--- src/rtl/sprite_ctrl_pkg.sv ---
// sprite_ctrl_pkg: shared FSM state encoding and key bit positions for the sprite motion controller.
// Revision: 1.0
`default_nettype none

package sprite_ctrl_pkg;

   typedef enum logic [1:0] {
      WAIT   = 2'd0,
      CALC   = 2'd1,
      CLAMP  = 2'd2,
      COMMIT = 2'd3
   } state_t;

   localparam int KEY_LEFT  = 0;
   localparam int KEY_RIGHT = 1;
   localparam int KEY_UP    = 2;
   localparam int KEY_DOWN  = 3;

endpackage

`default_nettype wire

--- src/rtl/key_debounce.sv ---
// key_debounce: 2-flop synchronizer followed by a stable-count debouncer for one raw key.
// Revision: 1.0
`default_nettype none

module key_debounce #(
   parameter int DEBOUNCE_CYCLES = 16
) (
   input  logic clk,
   input  logic reset,
   input  logic raw,
   output logic stable
);

   localparam int CNT_W = $clog2(DEBOUNCE_CYCLES + 1);
   localparam logic [CNT_W-1:0] CNT_LAST = CNT_W'(DEBOUNCE_CYCLES - 1);

   logic             sync_1;
   logic             sync_2;
   logic [CNT_W-1:0] count;

   always_ff @(posedge clk or posedge reset) begin
      if (reset) begin
         sync_1 <= 1'b0;
         sync_2 <= 1'b0;
         count  <= '0;
         stable <= 1'b0;
      end else begin
         sync_1 <= raw;
         sync_2 <= sync_1;
         if (sync_2 == stable) begin
            count <= '0;
         end else if (count == CNT_LAST) begin
            // DEBOUNCE_CYCLES consecutive disagreeing samples accept the change
            stable <= ~stable;
            count  <= '0;
         end else begin
            count <= count + 1'b1;
         end
      end
   end

endmodule

`default_nettype wire

--- src/rtl/sprite_motion_ctrl.sv ---
// sprite_motion_ctrl: debounced key input steps a clamped sprite position once per vsync rising edge.
// Revision: 1.0
`default_nettype none

module sprite_motion_ctrl
   import sprite_ctrl_pkg::*;
#(
   parameter int H_ACTIVE        = 256,
   parameter int V_ACTIVE        = 240,
   parameter int SPRITE_W        = 16,
   parameter int SPRITE_H        = 16,
   parameter int STEP            = 1,
   parameter int X_INIT          = 120,
   parameter int Y_INIT          = 112,
   parameter int DEBOUNCE_CYCLES = 16,
   parameter int POS_W           = 9
) (
   input  logic             clk,
   input  logic             reset,
   input  logic [3:0]       keys,
   input  logic             vsync,
   input  logic             enable,
   output logic [POS_W-1:0] sprite_x,
   output logic [POS_W-1:0] sprite_y,
   output logic             updated,
   output logic [3:0]       keys_db
);

   localparam logic signed [POS_W:0] STEP_S = (POS_W+1)'(STEP);
   localparam logic signed [POS_W:0] MAX_X_S = (POS_W+1)'(H_ACTIVE - SPRITE_W);
   localparam logic signed [POS_W:0] MAX_Y_S = (POS_W+1)'(V_ACTIVE - SPRITE_H);
   localparam logic [POS_W-1:0] MAX_X = POS_W'(H_ACTIVE - SPRITE_W);
   localparam logic [POS_W-1:0] MAX_Y = POS_W'(V_ACTIVE - SPRITE_H);
   localparam logic [POS_W-1:0] X_RST = POS_W'(X_INIT);
   localparam logic [POS_W-1:0] Y_RST = POS_W'(Y_INIT);

   logic [3:0] db;

   generate
      for (genvar i = 0; i < 4; i++) begin : g_key
         key_debounce #(
            .DEBOUNCE_CYCLES(DEBOUNCE_CYCLES)
         ) u_key_debounce (
            .clk   (clk),
            .reset (reset),
            .raw   (keys[i]),
            .stable(db[i])
         );
      end
   endgenerate

   assign keys_db = db;

   logic   vsync_d;
   logic   frame_edge;
   state_t state;
   state_t state_next;

   assign frame_edge = vsync & ~vsync_d;

   always_ff @(posedge clk or posedge reset) begin
      if (reset) begin
         vsync_d <= 1'b0;
         state   <= WAIT;
      end else begin
         vsync_d <= vsync;
         state   <= state_next;
      end
   end

   // Edges arriving while an update is in flight are dropped, not queued
   always_comb begin
      state_next = state;
      case (state)
         WAIT:    if (frame_edge && enable) state_next = CALC;
         CALC:    state_next = CLAMP;
         CLAMP:   state_next = COMMIT;
         COMMIT:  state_next = WAIT;
         default: state_next = WAIT;
      endcase
   end

   logic signed [POS_W:0] dx;
   logic signed [POS_W:0] dy;
   logic signed [POS_W:0] sum_x;
   logic signed [POS_W:0] sum_y;
   logic signed [POS_W:0] nx;
   logic signed [POS_W:0] ny;
   logic [POS_W-1:0]      clamp_x;
   logic [POS_W-1:0]      clamp_y;
   logic [POS_W-1:0]      cx;
   logic [POS_W-1:0]      cy;

   // Opposing keys held together cancel on that axis
   always_comb begin
      dx = '0;
      dy = '0;
      if (db[KEY_LEFT] && !db[KEY_RIGHT]) dx = -STEP_S;
      else if (db[KEY_RIGHT] && !db[KEY_LEFT]) dx = STEP_S;
      if (db[KEY_UP] && !db[KEY_DOWN]) dy = -STEP_S;
      else if (db[KEY_DOWN] && !db[KEY_UP]) dy = STEP_S;
      sum_x = signed'({1'b0, sprite_x}) + dx;
      sum_y = signed'({1'b0, sprite_y}) + dy;
   end

   always_comb begin
      clamp_x = nx[POS_W-1:0];
      clamp_y = ny[POS_W-1:0];
      if (nx[POS_W]) clamp_x = '0;
      else if (nx > MAX_X_S) clamp_x = MAX_X;
      if (ny[POS_W]) clamp_y = '0;
      else if (ny > MAX_Y_S) clamp_y = MAX_Y;
   end

   always_ff @(posedge clk or posedge reset) begin
      if (reset) begin
         nx       <= '0;
         ny       <= '0;
         cx       <= '0;
         cy       <= '0;
         sprite_x <= X_RST;
         sprite_y <= Y_RST;
         updated  <= 1'b0;
      end else begin
         updated <= 1'b0;
         case (state)
            CALC: begin
               nx <= sum_x;
               ny <= sum_y;
            end
            CLAMP: begin
               cx <= clamp_x;
               cy <= clamp_y;
            end
            COMMIT: begin
               sprite_x <= cx;
               sprite_y <= cy;
               updated  <= 1'b1;
            end
            default: ;
         endcase
      end
   end

endmodule

`default_nettype wire

--- config.mk ---
export PLATFORM = sky130hd
export DESIGN_NAME = sprite_motion_ctrl
export DESIGN_NICKNAME = d
export VERILOG_FILES = /design/src/rtl/sprite_ctrl_pkg.sv /design/src/rtl/key_debounce.sv /design/src/rtl/sprite_motion_ctrl.sv
export SDC_FILE = /design/constraint.sdc
export NUM_CORES = 1
export LEC_CHECK = 0
export CAP_MARGIN = 20
export CORE_MARGIN = 2
export CORE_UTILIZATION = 50
export DETAILED_ROUTE_END_ITERATION = 16
export MAX_ROUTING_LAYER = met4
export PLACE_DENSITY = 0.66
export SLEW_MARGIN = 20
export SYNTH_ARGS = -nofsm -noshare
export SYNTH_HDL_FRONTEND = slang
export SYNTH_SLANG_ARGS = --single-unit
--- constraint.sdc ---
create_clock -name clk -period 5 [get_ports clk]
set_input_delay 1 -clock clk [delete_from_list [all_inputs] [get_ports clk]]
set_output_delay 1 -clock clk [all_outputs]
set_load 0.005 [all_outputs]
==> run metrics, run 1 <==
status=completed; YS warnings=0; Final Setup Violations=0; Tightest Hold Check Type=register to register; Starting Density=50.99%; Top Ports=31; post-route cell area=0.005205 mm²; die area=0.01012 mm²; Post-Synthesis Cells=453; via count=3261; #FFs+latches synth=92; ANT cells=0; HPWL after DPL=5.948 mm; WL/cell=15.14 µm; Fin. Hold Viols=0; number of H-tree levels=3; Worst Path Required=5.28 ns; NumNets Final=495; total track usage=19.18%; CTS Buf Count=9; Pre-Repair DR Iteration Count=4; type of the worst setup path=register to register; ys flop type=dfrtp_1; Slew @ Worst Pin=1.015 ns; cell taking the most area after synthesis=dfrtp_1; number of global-route vias before repair=3226; CTS root buf=clkbuf_8; dominant cell by count in the synthesized netlist=dfrtp_1; RSZ-0062 raised after global routing=no; TritonCTS Sinks=92; Lkg Pwr=0.002317 µW; post-CTS resize count=0; vias per inst=5.574; Synth cell types=59; fraction of layout cells with a size suffix above 1=12.87%; syn nets=478; Post-CTS Setup Bufs=0; Critical Path Fanout Max=23; DIE WIDTH=100.6 µm; DRC=0; ys async rst share=100.0%; slew margin rel.=32.31%; mapped cell area=0.004667 mm²; global placer's final weighted congestion=0.8123; Post-synth top cells=dfrtp_1, nor2_1, nand2_1; clk_skew=0.01089 ns; Max Root-Sink Buffers=2; TritonCTS clock tree=built; Rows=35; min Tclk post-route=2.881 ns; post-route ant nets=0; Slew Limit Fails=0; area grow syn2layout=11.53%; register area share after synthesis=49.52%; crit end category=register; # placed instances=570; Max-Cap Viols=0; first-pass GRT wire length=15.08 mm; clk_lat worst skew=0.36 ns; Worst IR Drop VDD=0.2869 mV; initial DRC count=161; TNS Setup=0 ns; grt ovf=0; power density over cell area=432.7 mW/mm²; Post-synth EDFFs=0; Area contributors post-synth=dfrtp_1, mux2_2, ha_1; die height=100.6 µm; Core Region=0.009153 mm²; final wirelength=8.855 mm; Area after DPL=0.005005 mm²; clock-pin slew on the worst setup and hold paths=0.09 ns; Worst Path Arrival=3.16 ns; fin crit share=57.62%; CP Launch Type=register; Post-CTS Hold Buffers=0; post-route insts no fill=585; # port buffers=30; synthesized area per cell=10.30 µm²; initial antenna violation count=0; Peak Freq=347.1 MHz; Yosys top cell area share=45.58%; pin count of the biggest net entering global routing=49
==> flip-flops by register name, indices dropped and copies added, names as in the netlist <==
| name | count |
|---|---|
| sprite_x | 9 |
| state | 2 |
| sprite_y | 9 |
| g_key.u_key_debounce.count | 20 |
| ny | 10 |
| updated | 1 |
| g_key.u_key_debounce.stable | 4 |
| cy | 9 |
| g_key.u_key_debounce.sync_1 | 4 |
| cx | 9 |
| vsync_d | 1 |
| nx | 10 |
| g_key.u_key_debounce.sync_2 | 4 |
==> path summary, 6_finish.rpt <==
path                                                start                                to  slack, ns  depth (start not counted)
hold / removal             g_key[1].u_key_debounce.sync_1    g_key[1].u_key_debounce.sync_2       0.36                          0
hold reg to reg            g_key[1].u_key_debounce.sync_1    g_key[1].u_key_debounce.sync_2       0.36                          0
setup reg to reg           g_key[1].u_key_debounce.stable                             nx[6]       2.12                          9
setup / recovery           g_key[1].u_key_debounce.stable                             nx[6]       2.12                          9
max in group asynchronous                           reset                       sprite_y[4]       2.87                          3
min in group asynchronous                           reset  g_key[0].u_key_debounce.count[0]       1.07                          2
==> where the power goes <==
group	leakage [µW]	internal (µW)	switching, µW
clock network	0.0000984	234	274
registers	0.00115	912	195
logic	0.00107	315	323
total	0.00232	1460	791
==> through the flow <==
stage | worst slack [ns] | hold WS (ns) | utilization (%) | power, µW
detailed placement | 2.149 | 0.3371 | 54.68 | 1761
floorplan | 1.620 | 0.3312 | - | 1532
CTS | 2.126 | 0.3638 | 56.87 | 2272
global placement | 2.252 | 0.3348 | 54.68 | 1742
global route | 1.882 | 0.3702 | 56.87 | 2398
finish | 2.119 | 0.3593 | 56.87 | 2252
==> cells by family (layout without fill, tap and decap cells) <==
kind of cell	after synthesis	count (layout)	synth area share [%]
flip-flops	92	92	49.52
buffers and inverters	54	75	4.772
XOR/XNOR	35	35	6.568
AND/OR/NAND/NOR	138	138	14.67
multiplexers	30	30	7.239
adder cells (fa/ha/maj)	17	17	4.558
AO/OA/AOI/OAI	87	87	12.68
==> worst max-delay path, stage by stage, from the launching register on <==
cell	delay [ns]
dfrtp_1	0.41
inv_1	0.10
ha_1	0.72
xor2_1	0.15
ha_1	0.27
or3_1	0.31
a21oi_1	0.28
o211ai_1	0.17
a311o_1	0.33
o211ai_1	0.09
==> layout make-up <==
| class | instances | area, µm² |
|---|---|---|
| Sequential cell | 92 | 2311 |
| Timing Repair Buffer | 32 | 315.3 |
| Inverter | 28 | 106.4 |
| Tap cell | 111 | 138.9 |
| Fill cell | 809 | 3948 |
| Multi-Input combinational cell | 307 | 2133 |
| Clock buffer | 9 | 123.9 |
| Clock inverter | 6 | 76.32 |
==> layout by cell type (no fill, tap or decap), drive strengths merged, types with 5 or more instances in the layout <==
cell           synthesis  routed
xor2                  22      22
a21oi                 15      15
inv                   28      28
mux2                  30      30
ha                    17      17
dfrtp                 85      85
dfstp                  7       7
xnor2                 13      13
nand3                 12      12
and2                   6       6
nand4                  6       6
and3                   7       7
nand2                 31      31
clkbuf                17       9
nor2                  49      49
clkdlybuf4s50          0      30
o21ai                 25      25
nor2b                  6       6
o22ai                  5       5
==> layer usage <==
layer,vias up,global-route usage (%),part of all wire [%]
li1,1596,-,-
met1,1611,24.94,50
met2,45,30.36,46
met3,9,4.508,3.1
met4,0,5.058,1.3
met5,-,-,0
Note: power is estimated with default switching activity, not from simulation.
==> run 2: changes to the inputs <==
--- a/config.mk
+++ b/config.mk
@@ -10,7 +10,7 @@
 export CORE_UTILIZATION = 50
 export DETAILED_ROUTE_END_ITERATION = 16
 export MAX_ROUTING_LAYER = met4
-export PLACE_DENSITY = 0.66
+export PLACE_DENSITY = 0.69
 export SLEW_MARGIN = 20
 export SYNTH_ARGS = -nofsm -noshare
 export SYNTH_HDL_FRONTEND = slang
==> constraint.sdc (replaced) <==
create_clock -name clk -period 2.4 [get_ports clk]
set_input_delay 0.48 -clock clk [delete_from_list [all_inputs] [get_ports clk]]
set_output_delay 0.48 -clock clk [all_outputs]
set_load 0.005 [all_outputs]
==> run 2 against run 1 <==
Against the previous run:
- non-clock buffer count grew 16
- maximum frequency grew 21%
- clock power grew 130%
- die area is the same
- clock skew shrank 0.0060 ns
- hold slack lost 0.0065 ns
- count of clock-buffer cells in the layout grew 1
- flip-flop and latch count is the same
- critical endpoint is now nx[9]
- highest routed layer unchanged
==> run metrics, run 2 (synthesis gave the netlist of run 1 again) <==
WL/cell=15.51 µm; die height=100.6 µm; power density over cell area=897.5 mW/mm²; Area after DPL=0.005140 mm²; sequential share of power=47.0%; global placer's final weighted congestion=0.9309; Top Ports=31; number of flip-flops in the largest register=20; CTS Buf Count=9; Fin Hold WS=0.3528 ns; Fillers=783; # port buffers=30; Critical Path Max Stage Delay=0.59 ns; Starting Density=50.99%; die area=0.01012 mm²; Switching Fraction=34.29%; vias per inst=5.550; NumNets Final=511; initial DRC count=192; fin crit share=99.50%; Max-Cap Viols=0; TritonCTS clock tree=built; fraction of layout cells with a size suffix above 1=18.74%; clock share of power=23.6%; type of the worst setup path=register to register; HPWL after DPL=6.325 mm; number of H-tree levels=3; RSZ-0062 raised after global routing=yes; CP max stage cell=or4b_4; Post-CTS Hold Buffers=0; TritonCTS Sinks=92; area grow syn2layout=17.24%; CP Launch Type=register; number of global-route vias before repair=3258; DRC=0; Slew Limit Fails=0; worst-path cell chain=ha_4, inv_2, ha_4, and4b_4, or4b_4, o221ai_4, a2111oi_4, a221o_1; multi-input logic area=0.002223 mm²; Largest Register=g_key.u_key_debounce.count; Worst Path Required=2.65 ns; via count=3341; crit end category=register; Top Registers=g_key.u_key_debounce.count x20, nx x10, ny x10; DIE WIDTH=100.6 µm; first-pass GRT wire length=15.78 mm; hold path cells=0; clock-pin slew on the worst setup and hold paths=0.09 ns; ANT cells=0; CTS root buf=clkbuf_8; Tightest Hold Check Type=register to register; initial antenna violation count=0; Slew @ Worst Pin=0.4752 ns; clk_skew=0.004870 ns; worst reg2reg path depth=8; total track usage=20.43%; Comb pwr share=29.4%; Final Setup Violations=0; pin count of the biggest net entering global routing=59; Peak Freq=418.8 MHz; clk_lat worst skew=0.36 ns; Worst IR Drop VDD=0.6302 mV; post-route cell area=0.005472 mm²; Critical Path Fanout Max=4; Switch Pwr=1684 µW; status=completed; Worst Path Arrival=2.64 ns; Fin. Hold Viols=0; Int Pwr=3227 µW; slew margin rel.=68.28%; Rows=35; most common cell after layout, fill and taps aside=dfrtp_1; most frequent cells in the layout=dfrtp_1, nor2_1, nand2_1; Pre-Repair DR Iteration Count=4; register area=0.002311 mm²; Lkg Pwr=0.002419 µW; Core Region=0.009153 mm²; Worst path most repeated cell=ha_4; grt ovf=0; Max Root-Sink Buffers=2; post-route ant nets=0; final wirelength=9.338 mm; min Tclk post-route=2.388 ns
run 2: final cells by class:
type / count / share of cell area (%)
sequential: 92 / 42.24
clock inverter: 6 / 1.601
clock buffer: 10 / 2.515
timing repair buffer: 48 / 8.484
inverter: 28 / 1.989
tap: 111 / 2.538
multi-input combinational: 307 / 40.64
run 2: worst paths after layout:
check	slack [ns]	endpoint	start
setup / recovery	0.01	nx[9]	g_key[0].u_key_debounce.stable
hold / removal	0.35	g_key[0].u_key_debounce.sync_2	g_key[0].u_key_debounce.sync_1
hold reg to reg	0.35	g_key[0].u_key_debounce.sync_2	g_key[0].u_key_debounce.sync_1
setup reg to reg	0.01	nx[9]	g_key[0].u_key_debounce.stable
max in group asynchronous	1.51	sprite_x[4]	reset
min in group asynchronous	0.53	g_key[3].u_key_debounce.count[2]	reset
run 2: layer usage:
metal,GRT usage (%),vias to the layer above,wire length [µm]
met5,-,-,0
met4,7.271,0,102
met3,4.577,9,329
met2,30.31,58,4461
met1,27.74,1640,4445
li1,-,1634,-
run 2: power groups by stage:
stage	registers [µW]	logic, µW	clock network (µW)
after floorplan	2120	1070	0
after global placement	2320	1370	0
after detailed placement	2330	1400	0
after CTS	2300	1420	1200
after global routing	2370	1620	1260
final	2310	1440	1160
run 2: repair_timing:
item | CTS | global route
endpoints found under the hold margin | 0 | 0
buffers inserted | 0 | 2
endpoints found under the setup margin | 1 | 9
resized for setup | 1 | 19
pin swaps | 0 | 6
run 2: worst max-delay path, delay by kind of cell, from the launching register on:
kind | cells | cell delay (ns)
adder cells (fa/ha/maj) | 2 | 0.42
AND/OR/NAND/NOR | 2 | 0.77
AO/OA/AOI/OAI | 3 | 0.64
buffers and inverters | 1 | 0.03
flip-flops | 1 | 0.42
run 2: through the flow:
stage	std cells	setup TNS (ns)	util, %	total power (µW)	setup WS, ns
after global routing	602	-0.1224	59.78	5260	-0.06011
after detailed placement	584	0	56.16	3734	0.01870
after CTS	600	0	58.66	4929	0.007037
after global placement	584	0	56.16	3684	0.07864
after floorplan	453	0	-	3193	0.01033
final	602	0	59.78	4911	0.01206
